## src/rtl/mcdf_reg_pkg.sv

```systemverilog
// Package for the MCDF register slave.
// Holds the command encoding, the register address map, the ctrl field
// layout and the ctrl reset value. The slave and its per-channel ctrl
// register both import it.
package mcdf_reg_pkg;

  typedef enum logic [1:0] {
    IDLE = 2'b00,
    RD   = 2'b01,
    WR   = 2'b10,
    RSV  = 2'b11
  } cmd_e;

  localparam logic [7:0] CTRL_BASE = 8'h00;
  localparam logic [7:0] STAT_BASE = 8'h10;
  localparam logic [7:0] ERR_ADDR  = 8'h20;

  // ctrl register field layout
  localparam int unsigned CTRL_W   = 6;
  localparam int unsigned EN_OFF   = 0;
  localparam int unsigned PRIO_OFF = 1;
  localparam int unsigned PRIO_W   = 2;
  localparam int unsigned LEN_OFF  = 3;
  localparam int unsigned LEN_W    = 3;

  // en=1, prio=3, len=0
  localparam logic [31:0] CTRL_RST = 32'h0000_0007;

  function automatic logic word_aligned(input logic [1:0] lsb);
    return lsb == 2'b00;
  endfunction

endpackage

```

## src/rtl/mcdf_ctrl_reg.sv

```systemverilog
// One channel's control register.
// Ports:
//   clk, rstn : clock, asynchronous active-low reset
//   wr_en     : write strobe (legal WR decoded to this channel)
//   wr_data   : low ctrl bits of the write data
//   ctrl      : full register value (for read-back)
//   en/prio/len : decoded fields driven to the datapath
module mcdf_ctrl_reg
  import mcdf_reg_pkg::*;
(
  input  logic              clk,
  input  logic              rstn,
  input  logic              wr_en,
  input  logic [CTRL_W-1:0] wr_data,
  output logic [CTRL_W-1:0] ctrl,
  output logic              en,
  output logic [PRIO_W-1:0] prio,
  output logic [LEN_W-1:0]  len
);

  always_ff @(posedge clk or negedge rstn) begin
    if (!rstn) begin
      ctrl <= CTRL_RST[CTRL_W-1:0];
    end else if (wr_en) begin
      ctrl <= wr_data;
    end
  end

  assign en   = ctrl[EN_OFF];
  assign prio = ctrl[PRIO_OFF +: PRIO_W];
  assign len  = ctrl[LEN_OFF +: LEN_W];

endmodule

```

## src/rtl/mcdf_reg_slave.sv

```systemverilog
// MCDF register-bank slave on the register command bus.
// Decodes IDLE/RD/WR, holds per-channel ctrl registers, exposes live FIFO
// margin status and a saturating illegal-access counter. Reads return data
// the cycle after the RD command; every other cycle the read bus is zero.
// Ports:
//   clk, rstn      : clock, asynchronous active-low reset
//   cmd            : 00 IDLE, 01 RD, 10 WR, 11 reserved
//   cmd_addr       : word-aligned byte address
//   cmd_data_m2s   : write data
//   cmd_data_s2m   : registered read data
//   ch_margin      : per-channel free FIFO slots (8 bits each)
//   ch_en/ch_prio/ch_len : per-channel config to the datapath
module mcdf_reg_slave
  import mcdf_reg_pkg::*;
#(
  parameter int unsigned CH_NUM = 3,
  parameter int unsigned ADDR_W = 8,
  parameter int unsigned DATA_W = 32,
  parameter int unsigned ERR_W  = 16
) (
  input  logic                clk,
  input  logic                rstn,
  input  logic [1:0]          cmd,
  input  logic [ADDR_W-1:0]   cmd_addr,
  input  logic [DATA_W-1:0]   cmd_data_m2s,
  output logic [DATA_W-1:0]   cmd_data_s2m,
  input  logic [CH_NUM*8-1:0] ch_margin,
  output logic [CH_NUM-1:0]   ch_en,
  output logic [CH_NUM*2-1:0] ch_prio,
  output logic [CH_NUM*3-1:0] ch_len
);

  cmd_e              cmd_c;
  logic [CTRL_W-1:0] ctrl_q [CH_NUM];
  logic [CH_NUM-1:0] ctrl_we;
  logic [ERR_W-1:0]  err_cnt;
  logic              illegal;
  logic              err_clr;
  logic [DATA_W-1:0] rd_data;
  logic              unused_wdata;

  assign cmd_c        = cmd_e'(cmd);
  assign unused_wdata = ^cmd_data_m2s[DATA_W-1:CTRL_W];

  always_comb begin
    int unsigned addr_i;
    int unsigned ctrl_off;
    int unsigned stat_off;
    logic        aligned;
    logic        hit_ctrl;
    logic        hit_stat;
    logic        hit_err;

    addr_i   = 32'(cmd_addr);
    // Offsets wrap to huge values below their base, so a single "<" bound
    // checks both ends of each window.
    ctrl_off = addr_i - 32'(CTRL_BASE);
    stat_off = addr_i - 32'(STAT_BASE);
    aligned  = word_aligned(cmd_addr[1:0]);
    hit_ctrl = aligned && (ctrl_off < 4 * CH_NUM);
    hit_stat = aligned && (stat_off < 4 * CH_NUM);
    hit_err  = aligned && (addr_i == 32'(ERR_ADDR));

    rd_data = '0;
    ctrl_we = '0;
    for (int unsigned i = 0; i < CH_NUM; i++) begin
      if (hit_ctrl && ctrl_off == 4 * i) begin
        rd_data = DATA_W'(ctrl_q[i]);
        ctrl_we[i] = (cmd_c == WR);
      end
      if (hit_stat && stat_off == 4 * i) begin
        rd_data = DATA_W'(ch_margin[8*i +: 8]);
      end
    end
    if (hit_err) begin
      rd_data = DATA_W'(err_cnt);
    end

    err_clr = (cmd_c == WR) && hit_err;
    unique case (cmd_c)
      RD:      illegal = !(hit_ctrl || hit_stat || hit_err);
      WR:      illegal = !(hit_ctrl || hit_err);
      RSV:     illegal = 1'b1;
      default: illegal = 1'b0;
    endcase
  end

  for (genvar g = 0; g < CH_NUM; g++) begin : g_ch
    mcdf_ctrl_reg u_ctrl (
      .clk     (clk),
      .rstn    (rstn),
      .wr_en   (ctrl_we[g]),
      .wr_data (cmd_data_m2s[CTRL_W-1:0]),
      .ctrl    (ctrl_q[g]),
      .en      (ch_en[g]),
      .prio    (ch_prio[PRIO_W*g +: PRIO_W]),
      .len     (ch_len[LEN_W*g +: LEN_W])
    );
  end

  always_ff @(posedge clk or negedge rstn) begin
    if (!rstn) begin
      err_cnt <= '0;
    end else if (err_clr) begin
      err_cnt <= '0;
    end else if (illegal && err_cnt != '1) begin
      err_cnt <= err_cnt + 1'b1;
    end
  end

  // Unmapped reads already yield zero from the mux, so any RD just captures it.
  always_ff @(posedge clk or negedge rstn) begin
    if (!rstn) begin
      cmd_data_s2m <= '0;
    end else begin
      cmd_data_s2m <= (cmd_c == RD) ? rd_data : '0;
    end
  end

endmodule
```

## config.mk

```make
export PLATFORM = sky130hd
export DESIGN_NAME = mcdf_reg_slave
export DESIGN_NICKNAME = d
export VERILOG_FILES = /design/src/rtl/mcdf_reg_pkg.sv /design/src/rtl/mcdf_ctrl_reg.sv /design/src/rtl/mcdf_reg_slave.sv
export SDC_FILE = /design/constraint.sdc
export NUM_CORES = 1
export LEC_CHECK = 0
export ABC_AREA = 0
export CAP_MARGIN = 20
export CELL_PAD_IN_SITES_DETAIL_PLACEMENT = 2
export CELL_PAD_IN_SITES_GLOBAL_PLACEMENT = 2
export CORE_MARGIN = 2
export CORE_UTILIZATION = 24
export DETAILED_ROUTE_END_ITERATION = 8
export GPL_TIMING_DRIVEN = 0
export PLACE_DENSITY = 0.87
export SETUP_SLACK_MARGIN = 0.02
export SLEW_MARGIN = 20
export SYNTH_ARGS = -nofsm -noshare
export SYNTH_HDL_FRONTEND = slang
export SYNTH_HIERARCHICAL = 1
export SYNTH_SLANG_ARGS = --single-unit
export TNS_END_PERCENT = 30
```

## constraint.sdc

```tcl
create_clock -name clk -period 1.6 [get_ports clk]
set_input_delay 0.4 -clock clk [delete_from_list [all_inputs] [get_ports clk]]
set_output_delay 0.4 -clock clk [all_outputs]
set_load 0.005 [all_outputs]
```

==> flow_summary_export.csv <==
group,metric,value,unit
sta,timing.final.crit_period,1.77,ns
yosys,asr_flop_ratio_synth,100,%
routing,antenna_left,0,
clock_tree,cts_hold_repair.buffers,0,
placement,dpl_worst_slack,-1.19,ns
floorplanning,chipWidth,118,um
finish,areaGrowthSynthToFinish,63.2,%
worst_setup_path,timing.critical_path.slowest_cell_delay,0.40,ns
outcome,failed_checks,"setup timing",
clock_tree,path_clk_slew,0.07,ns
finish,insertedDiodeCount,0,
finish,ff_latch_area,0.00127,mm2
sta,setup_slack,-0.172,ns
worst_setup_path,required,1.78,ns
finish,final_util,40.4,%
sta,drv_slew,0,
worst_setup_path,crit_path_cell_trace,"buf_12, or3_4, or3b_4, nor3_4, buf_6, mux2_4",
worst_setup_path,critical_path.startpoint_type,"input port",
routing,post_drt_wl_per_cell,20.9,um
worst_setup_path,max_fo_critical_path,6,
worst_setup_path,critical_path.endpoint_type,"register",
global_routing,pin_count_of_the_biggest_net_entering_global_routing,33,
floorplanning,die_height,118,um
worst_setup_path,setup.worst_path.class,"in -> reg",
worst_setup_path,crit_family,"simple AND/OR/NAND/NOR gates",
clock_tree,clk_root_buffer_cell,"clkbuf_16",
floorplanning,row_count,41,
clock_tree,cts_buffers,5,
yosys,number_of_synthesized_flops_with_an_enable_pin,0,
power_and_ir_drop,vdd_ir_drop_max,0.424,mV
routing,vias_per_cell,4.81,
run,max-cap-violations,0,
worst_setup_path,cp.buffers_inverters,2,
floorplanning,num_io_pins,118,
routing,drt-total-wl,13000,um
worst_hold_path,min_path_type,"in -> async",
sta,timing.fmax,564,MHz
yosys,synth.avg_cell_area,10.0,um2
global_routing,use_met3,3.09,%
sta,rel_slew_slack,62.5,%
placement,gp_congestion,0.793,
yosys,unique_cell_type_count_in_the_yosys_netlist,50,
finish,fillCellCount,1380,
worst_setup_path,regToRegStartpoint,"err_cnt[4]$_DFFE_PN0P_",
finish,layout.nets,520,
sta,setup_viol_count_final,33,
yosys,yosys_warns,6,
floorplanning,design.die.area,0.0140,mm2
global_routing,grtUsageMet2,33.1,%
sta,fin_worst_skew,0.00631,ns
worst_setup_path,crit_cells,6,
routing,residual_drc,0,
floorplanning,start_util,24.7,%
global_routing,grt_antenna_before_repair,0,
routing,via_count,3002,
global_routing,global_route_wire_length_before_repair,19200,um
outcome,outcome,"complete, but fails checks",
routing,drt_first_pass_iters,4,
finish,layout-drive-gt1-share,48.5,%
worst_setup_path,crit_slowest_cell,"or3b_4",
clock_tree,htree_num_levels,2,
finish,multi_input_area,0.00193,mm2
worst_setup_path,r2r_cells,5,
floorplanning,core-area,0.0127,mm2
worst_setup_path,r2r_setup_slack,-0.10,ns
clock_tree,cts_num_sinks,50,
yosys,netlist_top_cells_area,"dfrtp_1 (33%), mux2_4 (8.6%), buf_4 (8.4%)",
worst_setup_path,r2r_end,"err_cnt[14]$_DFFE_PN0P_",
placement,hpwlAfterDp,7940,um
sta,rsz0062_at_grt,"true",
clock_tree,tritoncts_clock_tree,"yes",
sta,timing.final.hold_violations,0,
yosys,netlist_area,0.00314,mm2
sta,tightestPinTransition,0.561,ns
yosys,post_synth_most_frequent_cells,"dfrtp_1 (41), buf_4 (35), nor2_1 (22)",
global_routing,groute.usage.overall,17.4,%
power_and_ir_drop,p_leak,2.27,nW
global_routing,groute.layer.met1.usage,19.8,%
yosys,synth.largest_area_cell,"dfrtp_1",
sta,layout_worst_path_cycle_share,111,%
yosys,synth-seq-cells,50,
power_and_ir_drop,power_density,725,mW/mm2
yosys,synth_ff_type,"dfrtp_1",
global_routing,via_count_of_the_first_global_routing_pass,3416,
placement,port-buffer-count,74,
clock_tree,clock_latency,0.30,ns
clock_tree,clockBufferDepth,2,
global_routing,gr-total-overflow,0,
global_routing,layer_with_the_highest_usage_after_global_routing,"met2",
yosys,yosys.cell_count.top_type,"dfrtp_1",
yosys,share_of_yosys_cell_area_claimed_by_the_top_area_cell_type,32.7,%
yosys,synth_cells,313,
yosys,synth.yosys.seq_area_share,40.3,%
routing,drt_iter0_drc,106,
worst_setup_path,arrival,1.95,ns
-- cells by family (layout without fill, tap and decap cells) --
kind of cell	Yosys count	count (layout)	share of synthesized area (%)
flip-flops	50	50	40.3
adder cells (fa/ha/maj)	2	2	0.718
other	1	16	0.120
AND/OR/NAND/NOR	115	115	21.0
buffers and inverters	55	179	12.0
AO/OA/AOI/OAI	56	56	12.2
multiplexers	34	34	13.7
-- area by class of cell --
class | count | share of cell area (%)
tap | 172 | 4.21
buffer | 49 | 8.46
clock buffer | 8 | 3.25
inverter | 5 | 0.367
multi-input combinational | 223 | 37.8
sequential | 50 | 24.8
timing repair buffer | 117 | 21.2
-- registers in the layout, indices dropped and copies added (netlist names) --
name	count
g_ch.u_ctrl/ctrl	18
err_cnt	16
cmd_data_s2m	16
-- cell usage in the layout (no fill, tap or decap), drive strengths merged, types with 5 or more instances in the layout --
cell             n
nand2           19
a21oi           15
clkdlybuf4s50   46
o221a            5
dfstp            9
clkbuf          11
nor3             7
nor2            22
o21ai           19
mux2i           16
nand4            5
nand3           10
conb            16
and3            20
inv              5
dfrtp           41
buf            111
mux2            18
-- per-layer routing --
metal / routed length (um) / part of all wire, % / vias to the layer above
met3: 438 / 3.4 / 23
met1: 5030 / 39 / 1536
li1: - / - / 1355
met5: 0 / 0 / -
met2: 7300 / 56 / 88
met4: 254 / 2.0 / 0
-- timing repair --
| action | in CTS | in global routing |
|---|---|---|
| pin swaps | 31 | 23 |
| resized for setup | 157 | 36 |
| cloned | 3 | 0 |
| setup endpoints to repair | 68 | 50 |
| setup buffers | 31 | 8 |
-- worst max path at each step --
stage	from	slack (ns)	endpoint
floorplan	cmd_addr[5]	-0.38	g_ch[0].u_ctrl/ctrl[3]$_DFFE_PN0P_
global placement	rstn	-1.29	g_ch[0].u_ctrl/ctrl[5]$_DFFE_PN0P_
detailed placement	cmd_addr[3]	-1.19	g_ch[1].u_ctrl/ctrl[4]$_DFFE_PN0P_
CTS	cmd_addr[5]	-0.21	g_ch[0].u_ctrl/ctrl[5]$_DFFE_PN0P_
global route	cmd_addr[5]	-0.21	g_ch[0].u_ctrl/ctrl[5]$_DFFE_PN0P_
finish	cmd_addr[5]	-0.17	g_ch[0].u_ctrl/ctrl[5]$_DFFE_PN0P_
-- worst register-to-register path, stage by stage, from the launching register on --
cell and delay, ns:
dfrtp_1 0.47, and3_4 0.30, and2_4 0.21, nand4_1 0.15, or4_4 0.45, nand2_2 0.08
-- power by group --
part | internal [mW] | switching, mW | leakage [nW] | total [mW]
sequential | 1.38 | 0.158 | 0.637 | 1.53
combinational | 0.507 | 0.487 | 1.55 | 0.994
clock | 0.709 | 0.476 | 0.0832 | 1.18
total | 2.59 | 1.12 | 2.27 | 3.71
-- stage by stage --
stage / instance area (um2) / hold slack (ns) / instances / setup TNS [ns] / total power, mW
2_1_floorplan: 3210 / 0.104 / 328 / -7.74 / 1.81
3_3_place_gp: 4170 / 0.485 / 574 / -104.20 / 2.07
3_5_place_dp: 4190 / 0.373 / 575 / -47.55 / 2.11
4_1_cts: 4920 / 0.0626 / 616 / -2.36 / 3.52
5_1_grt: 5120 / 0.0890 / 624 / -4.69 / 3.84
6_report: 5120 / 0.0500 / 624 / -2.99 / 3.71
No activity file was read; power rests on OpenSTA's default activity.
